$ cat config.mk
export PLATFORM = sky130hd
export DESIGN_NAME = masked_sbox_layer_ctrl
export DESIGN_NICKNAME = d
export VERILOG_FILES = /design/src/rtl/masked_ctrl_pkg.sv /design/src/rtl/share_nibble_mux.sv /design/src/rtl/masked_sbox_layer_ctrl.sv
export SDC_FILE = /design/constraint.sdc
export NUM_CORES = 1
export LEC_CHECK = 0
export BUFFER_PORTS_ARGS = -buffer_cell sky130_fd_sc_hd__buf_2
export CORE_ASPECT_RATIO = 0.8
export CORE_MARGIN = 2
export CORE_UTILIZATION = 35
export CTS_CLUSTER_DIAMETER = 30
export DETAILED_ROUTE_END_ITERATION = 12
export GPL_ROUTABILITY_DRIVEN = 0
export PLACE_DENSITY_LB_ADDON = 0.05
export SYNTH_ARGS = -nofsm -noshare
export SYNTH_HDL_FRONTEND = slang
export SYNTH_SLANG_ARGS = --single-unit
$ cat constraint.sdc
create_clock -name clk -period 7.3 [get_ports clk]
set_input_delay 1.46 -clock clk [delete_from_list [all_inputs] [get_ports clk]]
set_output_delay 1.46 -clock clk [all_outputs]
set_load 0.005 [all_outputs]
$ cat src/rtl/masked_ctrl_pkg.sv
// Shared types and defaults for the masked S-box layer controller.
package masked_ctrl_pkg;

  localparam int NIBBLES_DEF = 16;
  localparam int RND_W_DEF   = 16;
  localparam int CNT_W       = $clog2(NIBBLES_DEF);

  typedef enum logic [1:0] {
    S_IDLE  = 2'd0,
    S_RUN   = 2'd1,
    S_DRAIN = 2'd2,
    S_DONE  = 2'd3
  } state_t;

endpackage

$ cat src/rtl/share_nibble_mux.sv
// One share register of the state: nibble select towards the S-box and
// in-place write-back of the S-box result nibble.
module share_nibble_mux #(
  parameter int NIBBLES = 16,
  parameter int CW      = 4
) (
  input  logic                   clk,
  input  logic                   rst,
  input  logic                   load_i,
  input  logic [4*NIBBLES-1:0]   load_val_i,
  input  logic                   clr_i,
  input  logic [CW-1:0]          sel_i,
  input  logic                   wr_en_i,
  input  logic [CW-1:0]          wr_idx_i,
  input  logic [3:0]             wr_nib_i,
  output logic [4*NIBBLES-1:0]   sh_o,
  output logic [3:0]             nib_o
);

  logic [4*NIBBLES-1:0] sh_q, sh_d;

  // Next share value: a fresh load wins, then clear, then nibble write-back.
  always_comb begin
    sh_d = sh_q;
    if (load_i)
      sh_d = load_val_i;
    else if (clr_i)
      sh_d = '0;
    else if (wr_en_i)
      sh_d[4*int'(wr_idx_i) +: 4] = wr_nib_i;
  end

  // Share register.
  always_ff @(posedge clk or posedge rst) begin
    if (rst) sh_q <= '0;
    else     sh_q <= sh_d;
  end

  assign sh_o  = sh_q;
  assign nib_o = sh_q[4*int'(sel_i) +: 4];

endmodule

$ cat src/rtl/masked_sbox_layer_ctrl.sv
// Sequences one masked S-box over all nibbles of a two-share state, one
// nibble per cycle that has fresh randomness available.
// Optional feature macro: SBOX_CTRL_ZEROIZE_EN (zero idle S-box inputs and
// clear the result shares the cycle after completion).
module masked_sbox_layer_ctrl
  import masked_ctrl_pkg::*;
#(
  parameter int NIBBLES = NIBBLES_DEF,
  parameter int RND_W   = RND_W_DEF
) (
  input  logic                 clk,
  input  logic                 rst,
  input  logic                 start,
  input  logic                 inv,
  input  logic [4*NIBBLES-1:0] x_in,
  input  logic [4*NIBBLES-1:0] y_in,
  output logic                 busy,
  output logic                 done,
  output logic [4*NIBBLES-1:0] x_out,
  output logic [4*NIBBLES-1:0] y_out,
  input  logic                 rnd_valid,
  input  logic [RND_W-1:0]     rnd_data,
  output logic                 rnd_ready,
  output logic [3:0]           sb_x,
  output logic [3:0]           sb_y,
  output logic [RND_W-1:0]     sb_r,
  output logic                 sb_en,
  output logic                 sb_sel,
  input  logic [3:0]           sb_zx,
  input  logic [3:0]           sb_zy
);

  localparam int CW = (NIBBLES > 1) ? $clog2(NIBBLES) : 1;
  localparam logic [CW-1:0] LAST = CW'(NIBBLES - 1);

  state_t        state_q, state_d;
  logic [CW-1:0] cnt_q, cnt_d;
  logic [CW-1:0] widx_q, widx_d;
  logic          pend_q, pend_d;
  logic          sel_q, sel_d;
  logic          load, clr;
  logic [3:0]    nx, ny;

  // Next-state, counter and handshake decode.
  always_comb begin
    state_d = state_q;
    cnt_d   = cnt_q;
    widx_d  = widx_q;
    pend_d  = 1'b0;
    sel_d   = sel_q;
    load    = 1'b0;
    clr     = 1'b0;
    sb_en   = 1'b0;
    done    = 1'b0;
    case (state_q)
      S_IDLE: begin
        if (start) begin
          load    = 1'b1;
          sel_d   = ~inv;
          cnt_d   = '0;
          state_d = S_RUN;
        end
      end
      S_RUN: begin
        sb_en = rnd_valid;
        if (rnd_valid) begin
          pend_d = 1'b1;
          widx_d = cnt_q;
          // cnt parks on the last nibble instead of wrapping.
          if (cnt_q == LAST) state_d = S_DRAIN;
          else               cnt_d   = cnt_q + CW'(1);
        end
      end
      S_DRAIN: state_d = S_DONE;
      S_DONE: begin
        done    = 1'b1;
        state_d = S_IDLE;
`ifdef SBOX_CTRL_ZEROIZE_EN
        clr     = 1'b1;
`endif
      end
      default: state_d = S_IDLE;
    endcase
  end

  // Control registers.
  always_ff @(posedge clk or posedge rst) begin
    if (rst) begin
      state_q <= S_IDLE;
      cnt_q   <= '0;
      widx_q  <= '0;
      pend_q  <= 1'b0;
      sel_q   <= 1'b1;
    end else begin
      state_q <= state_d;
      cnt_q   <= cnt_d;
      widx_q  <= widx_d;
      pend_q  <= pend_d;
      sel_q   <= sel_d;
    end
  end

  share_nibble_mux #(.NIBBLES(NIBBLES), .CW(CW)) u_xr (
    .clk        (clk),
    .rst        (rst),
    .load_i     (load),
    .load_val_i (x_in),
    .clr_i      (clr),
    .sel_i      (cnt_q),
    .wr_en_i    (pend_q),
    .wr_idx_i   (widx_q),
    .wr_nib_i   (sb_zx),
    .sh_o       (x_out),
    .nib_o      (nx)
  );

  share_nibble_mux #(.NIBBLES(NIBBLES), .CW(CW)) u_yr (
    .clk        (clk),
    .rst        (rst),
    .load_i     (load),
    .load_val_i (y_in),
    .clr_i      (clr),
    .sel_i      (cnt_q),
    .wr_en_i    (pend_q),
    .wr_idx_i   (widx_q),
    .wr_nib_i   (sb_zy),
    .sh_o       (y_out),
    .nib_o      (ny)
  );

  assign busy      = (state_q != S_IDLE);
  assign rnd_ready = sb_en;
  assign sb_sel    = sel_q;

`ifdef SBOX_CTRL_ZEROIZE_EN
  // Keep share nibbles and randomness off the S-box inputs when idle.
  assign sb_x = sb_en ? nx : 4'h0;
  assign sb_y = sb_en ? ny : 4'h0;
  assign sb_r = sb_en ? rnd_data : '0;
`else
  assign sb_x = nx;
  assign sb_y = ny;
  assign sb_r = rnd_data;
`endif

endmodule
# ---- After elaboration in Yosys (flattened, before gate mapping)
# Index checks and enable logic that the tools add are counted.
dict set report classes {
  eq_ne 8
  mux 20
  bitwise_logic 1
  addsub 2
  n_shift 5
  reduce_logical 8
}
# cell count
set ops {}
lappend ops {{two-way mux 64 bit} 4}
lappend ops {{bitwise mux 64 bit} 2}
lappend ops {{indexed part select 4 x 33 -> 64 bit} 2}
lappend ops {{indexed part select 64 x 7 -> 4 bit} 2}
lappend ops {{variable shift 4 x 33 -> 64 bit, first input constant} 1}
lappend ops {{negator 6 -> 33 bit} 1}
lappend ops {{two-way mux 4 bit} 3}
lappend ops {{inequality test 2 bit, second input constant} 4}
lappend ops {{one-hot mux 2 bit (4 select lines)} 1}
lappend ops {{one-hot mux 4 bit (2 select lines)} 1}
lappend ops {{two-way mux 1 bit} 6}
lappend ops {{two-way mux 2 bit} 3}
lappend ops {{nonzero test 2 bit} 3}
lappend ops {{adder 4 x 1 -> 4 bit, second input constant} 1}
lappend ops {{== test 2 bit, second input constant} 2}
lappend ops {{== test 4 bit, second input constant} 1}
lappend ops {{AND reduction 2 bit} 2}
lappend ops {{AND reduction 4 bit} 1}
lappend ops {{AND reduction 3 bit} 1}
lappend ops {{== test 2 x 1 -> 1 bit, second input constant} 1}
lappend ops {{logical NOT 2 bit} 1}
lappend ops {{inverter 1 bit} 1}
dict set report totals {
  input_bits 157
  regBits 140
}

# ---- Longest topological paths before layout
# Gate-level depths: netlist of run 1.
dict set report logic_depth {
  ltp_word 5
  mapped_depth 10
  depth_no_buf 6
}

# ---- Modules after synthesis
# From an unflattened synthesis of run 1, not the netlist that was laid out.
dict set report unflattened {
  hier_cells 792
  area_unflattened_um2 9071.2
}
# module cells_each area_per_inst_um2 instances seq_area_each_um2
set by_module_without_submodules {}
lappend by_module_without_submodules {{share_nibble_mux (u_xr)} 369 4210.3 1 1601.5}
lappend by_module_without_submodules {{share_nibble_mux (u_yr)} 348 4113.9 1 1601.5}
lappend by_module_without_submodules {masked_sbox_layer_ctrl 75 747.0 1 301.5}

# ---- Worst setup path before layout of run 1
# OpenSTA, ideal clock, no wires.
dict set report synth_path {
  path_kind {input to output}
  startpoint {input port rnd_valid}
  endpoint {output port sb_en}
  slack_ps 4009
  path_stages 3
  t_required_ps 5840
  arrival_time_ps 1831
  cell_sequence {nand2_1 inv_1 buf_4}
}
dict set report synth_between {
  elab_chain_cells 1
}
# element line_no
set synth_rtl {}
lappend synth_rtl {{start: declaration} masked_sbox_layer_ctrl.sv:21} ;# input logic rnd_valid,
lappend synth_rtl {{two-way mux 1 bit} masked_sbox_layer_ctrl.sv:55} ;# case (state_q)
lappend synth_rtl {{end: declaration} masked_sbox_layer_ctrl.sv:27} ;# output logic sb_en,
# No other way between the ends.

# ---- Worst setup path in the final report of run 1
dict set report layout_path {
  startpoint {register cnt_q[0]}
  endpoint {output port sb_y[0]}
}
dict set report layout_between {
  elab_chain_cells 1
}
# element line_no
set layout_rtl {}
lappend layout_rtl {{start: declaration} masked_sbox_layer_ctrl.sv:37} ;# logic [CW-1:0] cnt_q, cnt_d;
lappend layout_rtl {{start signal: assignment} masked_sbox_layer_ctrl.sv:96} ;# cnt_q <= cnt_d;
lappend layout_rtl {{indexed part select 64 x 7 -> 4 bit} share_nibble_mux.sv:40} ;# assign nib_o = sh_q[4*int'(sel_i) +: 4];
lappend layout_rtl {{end: declaration} masked_sbox_layer_ctrl.sv:25} ;# output logic [3:0] sb_y,
# No other way between the ends.

==> run summary, run 1 <==
The die boundary height came out at between 100 and 150 um. The final number of max-transition violations came out at 0. In this run the power density over the cells is about 450 nW/um^2. The root buffer cell is sky130_fd_sc_hd__clkbuf_16. The floorplan die width is ~170 um. The number of nets in the synthesized netlist came out at 891. In this run the static leakage power is about 4.7 nW. Entering global routing, the biggest net connects 94 pins. The detailed-router iteration count before antenna repair came out at 5.

Data arrives at the worst endpoint at 2820 ps. The initial utilization of the core area, before any placement, comes to a little over a third. STA classifies the critical path startpoint as a register. In the routed layout, each cell is associated on average with a via count of 5.84. The worst pin sits at a relative slew slack of 22.0%. After clock tree synthesis, the clock-pin slew on the worst setup and hold paths is approximately 70 ps. In this run, post-CTS repair resized a total of 0 instances. The final layout contains routed wiring with a total length of about 33000 um. The number of non-filler instances in the completed layout is 1270.

Based on the critical path, the design can be clocked at up to about 230 MHz. The routed length on met3 is roughly 2700 um. Yosys mapped the design onto between 60 and 70 distinct sky130hd cell types.

The reported max-cap violation count is 0. The global route total overflow is 0. Setup repair after global routing left no endpoint under its margin. The delay of the slowest cell on the worst path is between 500 and 600 ps. The post-synthesis instance total came out at approximately 730. Ranked by total cell area, the synthesized netlist is headed by sky130_fd_sc_hd__dfrtp_1 44%, sky130_fd_sc_hd__mux4_2 9.1%, sky130_fd_sc_hd__a221o_1 8.0%. The wire length of the first global-routing pass is ~50000 um. The shortest period the worst path allows is between 4000 and 5000 ps. Buffers added to address setup during post-CTS repair amount to 0.

The row count is about 50. The hold violation count in the final report came out at 0. The signal on the critical path passes through buf_4, mux4_2, a22oi_1, nand2_1, buf_2. Buffers placed on the I/O ports in this run total 281. The number of warnings issued by yosys is 0.

On the final layout, the worst hold slack is slightly below 500 ps. The final design utilization is 44.7%. The synthesis-stage register bit count came out at 140. The total routing resource utilization after global routing is a little over a quarter.

The placeable core area came out at around 22000 um^2. The detailed placer's ending HPWL came out at 23400 um. The final antenna-violating net count is 0. The min-delay analysis places its worst path in the category reg2reg. The layout net count came out at between 1000 and 1500. The synthesized cell area came out at approximately 8000 um^2. The required time at the worst-slack endpoint came out at slightly below 6000 ps. In this run, synthesis inferred 0 flip-flops with an integrated enable. The overall die area is 24000 um^2. For this block, wires on met1 add up to about 15000 um. The TritonCTS buffer count came out at 17. The share of the cycle needed by the critical path after routing is between 50% and 60%.

On the critical path, the stage with the largest delay is an instance of sky130_fd_sc_hd__dfrtp_2. The number of remaining DRC errors came out at 0. The worst vdd rail ir drop came out at approximately 160 uV. The CTS tree is done. The number of hold buffers added after cts came out at 0. The count of placed standard cells including taps came out at 1237.

The endpoint kind of the worst setup timing path is an output port. The top-level I/O count came out at 314. The largest fanout of any net on the critical path is 28. The average cell area after synthesis is around 11 um^2.

The vias after detailed routing came out at around 7400. The clock insertion delay at the later pin of the skew report is ~440 ps. The slew of the pin with the lowest slew margin came out at 1170 ps. The violation count after the first detailed-route iteration is between 600 and 700. The level count of the clock H-tree came out at 4. In the final routed layout, each cell accounts on average for ~26 um. The largest total area in the synthesized netlist belongs to sky130_fd_sc_hd__dfrtp_1. The via count of the first global-routing pass came to 7374.

The number of buffers on the longest clock path came out at 2. Counting flops with an async set or reset pin after synthesis yields a share of 100%. The completed layout was analyzed and its total power is between 0.004 and 0.005 W. The total length of routed met2 wires is between 10000 and 15000 um. The final count of negative-setup-slack endpoints is 0. In this run the top signal layer used is met5. The number of antenna violations at the first check in global routing is 3.

For this design, the sink count on the clock tree is 140. The top-area cell type share of the netlist area came out at about 44%. The worst clock skew on the final layout is 17.9 ps. The accumulated negative setup slack is 0 ps. The area overhead of the layout relative to synthesis came out at 25.6%. The flow ran to the end, and the final reports show no timing, DRC or antenna violations. The share of synthesized area occupied by flip-flops and latches came out at between 40% and 50%. The fraction of final layout cells sized beyond drive strength 1 is 39.6%.

The main flop type after synthesis is sky130_fd_sc_hd__dfrtp_1. The kind of critical path is reg2out.
## power by group
part           internal [W]  switching [W]  leakage (nW)  total [W]
logic              0.000967        0.00106          2.66    0.00203
clock network      0.000581       0.000370         0.302   0.000951
registers           0.00114       0.000430          1.71    0.00157
total               0.00269        0.00186          4.67    0.00455
## flip-flops by register name, indices dropped and copies added (netlist names)
signal	count
widx_q	4
u_xr.sh_o	64
u_yr.sh_o	64
cnt_q	4
pend_q	1
state_q	2
sb_sel	1
## worst max-delay path, delay by kind of cell, from the launching register on
kind            cells  cell delay, ps
compound gates      1             380
buf+inv             2             690
simple gates        1             170
mux                 1             580
flops               1             580
## area by class of cell
cell class                      count  area (um^2)
Fill cell                        2253        12400
Multi-Input combinational cell    493         3990
Sequential cell                   140         3510
Timing Repair Buffer              285         1440
Clock buffer                       18          439
Tap cell                          306          383
Clock inverter                     14          193
Inverter                           13         53.8
Antenna cell                        1         2.50
## final timing paths
kind	start	cells after the start	slack, ps	endpoint
min reg2reg	sb_sel	2	490	sb_sel
min	sb_sel	2	490	sb_sel
max in group asynchronous	rst	3	4670	cnt_q[1]
max reg2reg	state_q[0]	7	3620	u_xr.sh_o[15]
min in group asynchronous	rst	2	1120	u_yr.sh_o[42]
max	cnt_q[0]	5	3020	sb_y[0]
## per-layer routing
layer | global-route usage (%) | vias to the layer above
met3 | 5.92 | 48
met4 | 7.15 | 2
li1 | - | 3252
met2 | 40.5 | 394
met5 | 0 | -
met1 | 40.9 | 3724
## cell usage after synthesis (2+ instances only)
| cell type | number |
|---|---|
| sky130_fd_sc_hd__nand4_1 | 11 |
| sky130_fd_sc_hd__o2111ai_1 | 2 |
| sky130_fd_sc_hd__buf_6 | 3 |
| sky130_fd_sc_hd__a22o_1 | 8 |
| sky130_fd_sc_hd__and2_1 | 3 |
| sky130_fd_sc_hd__buf_1 | 6 |
| sky130_fd_sc_hd__buf_4 | 20 |
| sky130_fd_sc_hd__a31oi_2 | 2 |
| sky130_fd_sc_hd__nor2_1 | 28 |
| sky130_fd_sc_hd__mux2_2 | 2 |
| sky130_fd_sc_hd__a31oi_1 | 8 |
| sky130_fd_sc_hd__o2111ai_2 | 2 |
| sky130_fd_sc_hd__o211ai_1 | 11 |
| sky130_fd_sc_hd__nor3b_1 | 3 |
| sky130_fd_sc_hd__and3b_1 | 2 |
| sky130_fd_sc_hd__buf_2 | 18 |
| sky130_fd_sc_hd__a22oi_1 | 16 |
| sky130_fd_sc_hd__nor2b_1 | 5 |
| sky130_fd_sc_hd__and3_1 | 33 |
| sky130_fd_sc_hd__dfrtp_1 | 139 |
| sky130_fd_sc_hd__ha_1 | 7 |
| sky130_fd_sc_hd__o21ai_2 | 3 |
| sky130_fd_sc_hd__nand2_1 | 53 |
| sky130_fd_sc_hd__a21o_1 | 8 |
| sky130_fd_sc_hd__mux2i_1 | 38 |
| sky130_fd_sc_hd__inv_1 | 13 |
| sky130_fd_sc_hd__nand3_1 | 31 |
| sky130_fd_sc_hd__nor3_1 | 36 |
| sky130_fd_sc_hd__a21oi_1 | 22 |
| sky130_fd_sc_hd__mux4_2 | 32 |
| sky130_fd_sc_hd__o21ai_0 | 35 |
| sky130_fd_sc_hd__a221o_1 | 64 |
| sky130_fd_sc_hd__a41oi_2 | 2 |
| sky130_fd_sc_hd__clkbuf_1 | 34 |
## per-stage QoR
step	setup slack, ps	area (um^2)
after detailed placement	3060	9370
final	3020	10000
after floorplan	2090	7960
after global placement	3090	9370
after CTS	2950	10000
after global routing	2810	10000
## cells by family (layout without fill, tap and decap cells)
group | count (synthesis) | in the layout | synth area share [%]
other | 0 | 1 | 0
AO/OA/AOI/OAI | 192 | 192 | 19.5
multiplexers | 72 | 72 | 14.1
adder cells (fa/ha/maj) | 7 | 7 | 1.10
buffers and inverters | 94 | 330 | 5.94
flip-flops | 140 | 140 | 44.0
AND/OR/NAND/NOR | 220 | 220 | 14.8
XOR/XNOR | 2 | 2 | 0.550
## cell usage in the layout (no fill, tap or decap), types with 3 or more instances in the layout
cell type	instances
sky130_fd_sc_hd__clkinv_2	3
sky130_fd_sc_hd__nand3_1	31
sky130_fd_sc_hd__nand2_1	52
sky130_fd_sc_hd__nor3b_1	3
sky130_fd_sc_hd__bufinv_16	4
sky130_fd_sc_hd__mux4_2	32
sky130_fd_sc_hd__o21ai_2	3
sky130_fd_sc_hd__a221o_1	64
sky130_fd_sc_hd__nor2_1	28
sky130_fd_sc_hd__dfrtp_1	137
sky130_fd_sc_hd__a22o_1	8
sky130_fd_sc_hd__mux2i_1	38
sky130_fd_sc_hd__nand4_1	11
sky130_fd_sc_hd__buf_4	4
sky130_fd_sc_hd__inv_1	12
sky130_fd_sc_hd__o211ai_1	11
sky130_fd_sc_hd__a21oi_1	22
sky130_fd_sc_hd__ha_1	7
sky130_fd_sc_hd__a22oi_1	16
sky130_fd_sc_hd__o21ai_0	35
sky130_fd_sc_hd__a21o_1	8
sky130_fd_sc_hd__nor3_1	36
sky130_fd_sc_hd__nor2b_1	5
sky130_fd_sc_hd__clkinv_4	3
sky130_fd_sc_hd__a31oi_1	8
sky130_fd_sc_hd__clkbuf_16	17
sky130_fd_sc_hd__clkinvlp_4	3
sky130_fd_sc_hd__and3_1	33
sky130_fd_sc_hd__buf_2	281
Power figures use the tool's default switching activity.
==> inputs of run 2 (changes only) <==
==> constraint.sdc (replaced) <==
create_clock -name clk -period 3.5 [get_ports clk]
set_input_delay 0.7 -clock clk [delete_from_list [all_inputs] [get_ports clk]]
set_output_delay 0.7 -clock clk [all_outputs]
set_load 0.005 [all_outputs]
==> run 2 against run 1 <==
Sequential share of layout area is 0.59 points lower. Sequential power is 110% higher. Largest cell class unchanged. Routed wire length is 1.0% higher. Power is 110% higher. Sequential cell count stayed put. Hold slack worse by 93 ps. Count of clock-buffer cells in the layout is 1 higher.
==> run summary, run 2 (synthesized netlist as in run 1, its figures left out) <==
Fill cells in the final layout number between 2000 and 2500. Cells with a size suffix above 1 make up slightly above 40% of the layout. The total routing resource utilization after global routing came out at between 20% and 30%.

The via density per instance is 5.77. The violation count after the first detailed-route iteration is around 690. The final antenna-violating net count is 0. After clock tree synthesis, the clock-pin slew on the worst setup and hold paths is about 60 ps.

The share of total power dissipated in sequential elements is 34.1%. In this run the post-CTS setup repair buffer count came out at 0. Of the total power, the clock network draws between 20% and 30%. Entering global routing, the biggest net connects 78 pins.

In the layout the commonest cells are 281 x sky130_fd_sc_hd__buf_2, 137 x sky130_fd_sc_hd__dfrtp_1, 64 x sky130_fd_sc_hd__a221o_1, 52 x sky130_fd_sc_hd__nand2_1, 38 x sky130_fd_sc_hd__mux2i_1. The kind of critical path is reg2out. Across the routed clock network, the largest skew measured is 9.63 ps. The multi-input combinational cells in the finished layout cover a total of approximately 4000 um^2. Of all nets on the critical path, the largest fanout is 19. The vias after detailed routing came out at around 7400.

The clock insertion delay at the later pin of the skew report is 430 ps. The combinational power share came out at 45.5%. The endpoint kind of the worst setup timing path is an output port. The wire length of the first global-routing pass came out at 50100 um.

The sequential cell area is about 3500 um^2. The number of antenna violations at the first check in global routing is 4. The per-cell routed wire length is ~26 um.

The post-cts resize count came out at 0. The required time at the worst-slack endpoint is between 2000 and 3000 ps. The run finished with clean final reports. For this design the total switching power over the nets is roughly 0.0039 W. The detailed-route wire length came out at ~34000 um. The arrival time of data at the critical path endpoint came out at between 2000 and 3000 ps. The via count of the first global-routing pass is 7356. The internal power summed over all cells is 0.00567 W. The global route total overflow is 0. The worst setup path is launched from a register.

The detailed-router iteration count before antenna repair is 7. The final design utilization is a little under half. Dividing the final minimum period by the clock period gives between 90% and 100%. The number of remaining DRC errors came out at 0.

The TritonCTS buffer count is 17. The number of buffers on the longest clock path is 2. TritonCTS built the clock tree. The floorplan has 49 rows. The overall die area came out at ~24000 um^2. The layout net count is between 1000 and 1500. Clock tree synthesis selected as its root buffer the cell sky130_fd_sc_hd__clkbuf_16. The number of hold buffers added after cts came out at 0.

The maximum clock frequency is ~310 MHz. The placeable core area is roughly 22000 um^2. Setup total negative slack on the finished layout was measured at 0 ps. The slew of the pin with the lowest slew margin is between 1000 and 1500 ps. Setup repair after global routing left no endpoint under its margin. The level count of the clock H-tree is 4. The shortest period the worst path allows came out at approximately 3200 ps.

The worst pin sits at a relative slew slack of 25.8%. The final count of negative-setup-slack endpoints is 0. The final number of max-transition violations came out at 0. Buffers placed on the I/O ports in this run total 281. The leading cell type in the layout, fill and taps excluded is sky130_fd_sc_hd__buf_2. The switching share of total power came out at between 40 and 50%. For this configuration, the core starts out at a cell density of 35.6%. around 310 I/O pins were placed. The worst hold path class is in2async. The count of clock tree sinks is between 100 and 150. The reported max-cap violation count came out at 0. The detailed placer's ending HPWL is about 24000 um. The die boundary height is 139 um.

The worst vdd rail ir drop came out at 382 uV. Dividing total power by cell area gives a power density of between 900 and 1000 nW/um^2. The count of antenna diodes in the layout came out at 0. The hold violation count in the final report came to 0. The floorplan die width came out at ~170 um. The static leakage is about 4.8 nW. The area overhead of the layout relative to synthesis is 27.8%.
-- run 2: cell count changes in the layout (fill, tap and decap cells not counted), sizes merged --
cell      before  now
buf          285  301
clkbuf        18   19
clkinvlp       3    2
diode          1    0
-- run 2: path summary, 6_finish.rpt --
kind	start	to	slack, ps	cells past startpoint
min in group clk	inv	sb_sel	430	2
setup reg to reg	widx_q[2]	u_xr.sh_o[12]	490	6
hold reg to reg	sb_sel	sb_sel	490	2
hold / removal	rst	u_yr.sh_o[34]	390	3
max in group asynchronous	rst	u_yr.sh_o[22]	2710	3
setup / recovery	cnt_q[0]	sb_y[0]	300	5
-- run 2: power by group through the flow --
stage	combinational (W)	sequential, W	clock [W]
6_report	0.00433	0.00325	0.00195
5_1_grt	0.00474	0.00335	0.00204
4_1_cts	0.00434	0.00324	0.00197
3_5_place_dp	0.00431	0.00326	0
3_3_place_gp	0.00430	0.00330	0
2_1_floorplan	0.00275	0.00295	0
-- run 2: critical path, cell delays in order (launching register included) --
cell                      delay [ps]
sky130_fd_sc_hd__dfrtp_2         610
sky130_fd_sc_hd__buf_4           410
sky130_fd_sc_hd__mux4_2          590
sky130_fd_sc_hd__a22oi_1         170
sky130_fd_sc_hd__nand2_1         110
sky130_fd_sc_hd__buf_2           150
-- run 2: final cells by class --
cell class / instances / area share (%)
Multi-Input combinational cell: 493 / 39.2
Sequential cell: 140 / 34.5
Timing Repair Buffer: 301 / 15.9
Clock buffer: 19 / 4.25
Tap cell: 306 / 3.76
Clock inverter: 13 / 1.87
Inverter: 13 / 0.516
-- run 2: through the flow --
stage	area (um^2)	hold slack (ps)	setup WS (ps)	instances	power (W)
floorplan	7970	470	1050	727	0.00569
finish	10200	394	296	1285	0.00953
global placement	9550	469	498	1253	0.00760
detailed placement	9550	487	578	1253	0.00757
CTS	10200	417	210	1285	0.00956
global route	10200	439	121	1285	0.0101
-- run 2: routing by layer --
layer | part of all wire [%] | up-vias | GRT usage, %
met3 | 8.5 | 47 | 7.65
met2 | 45 | 364 | 41.7
met5 | 0.16 | - | 0
li1 | - | 3287 | -
met1 | 45 | 3706 | 40.8
met4 | 1.3 | 8 | 5.89
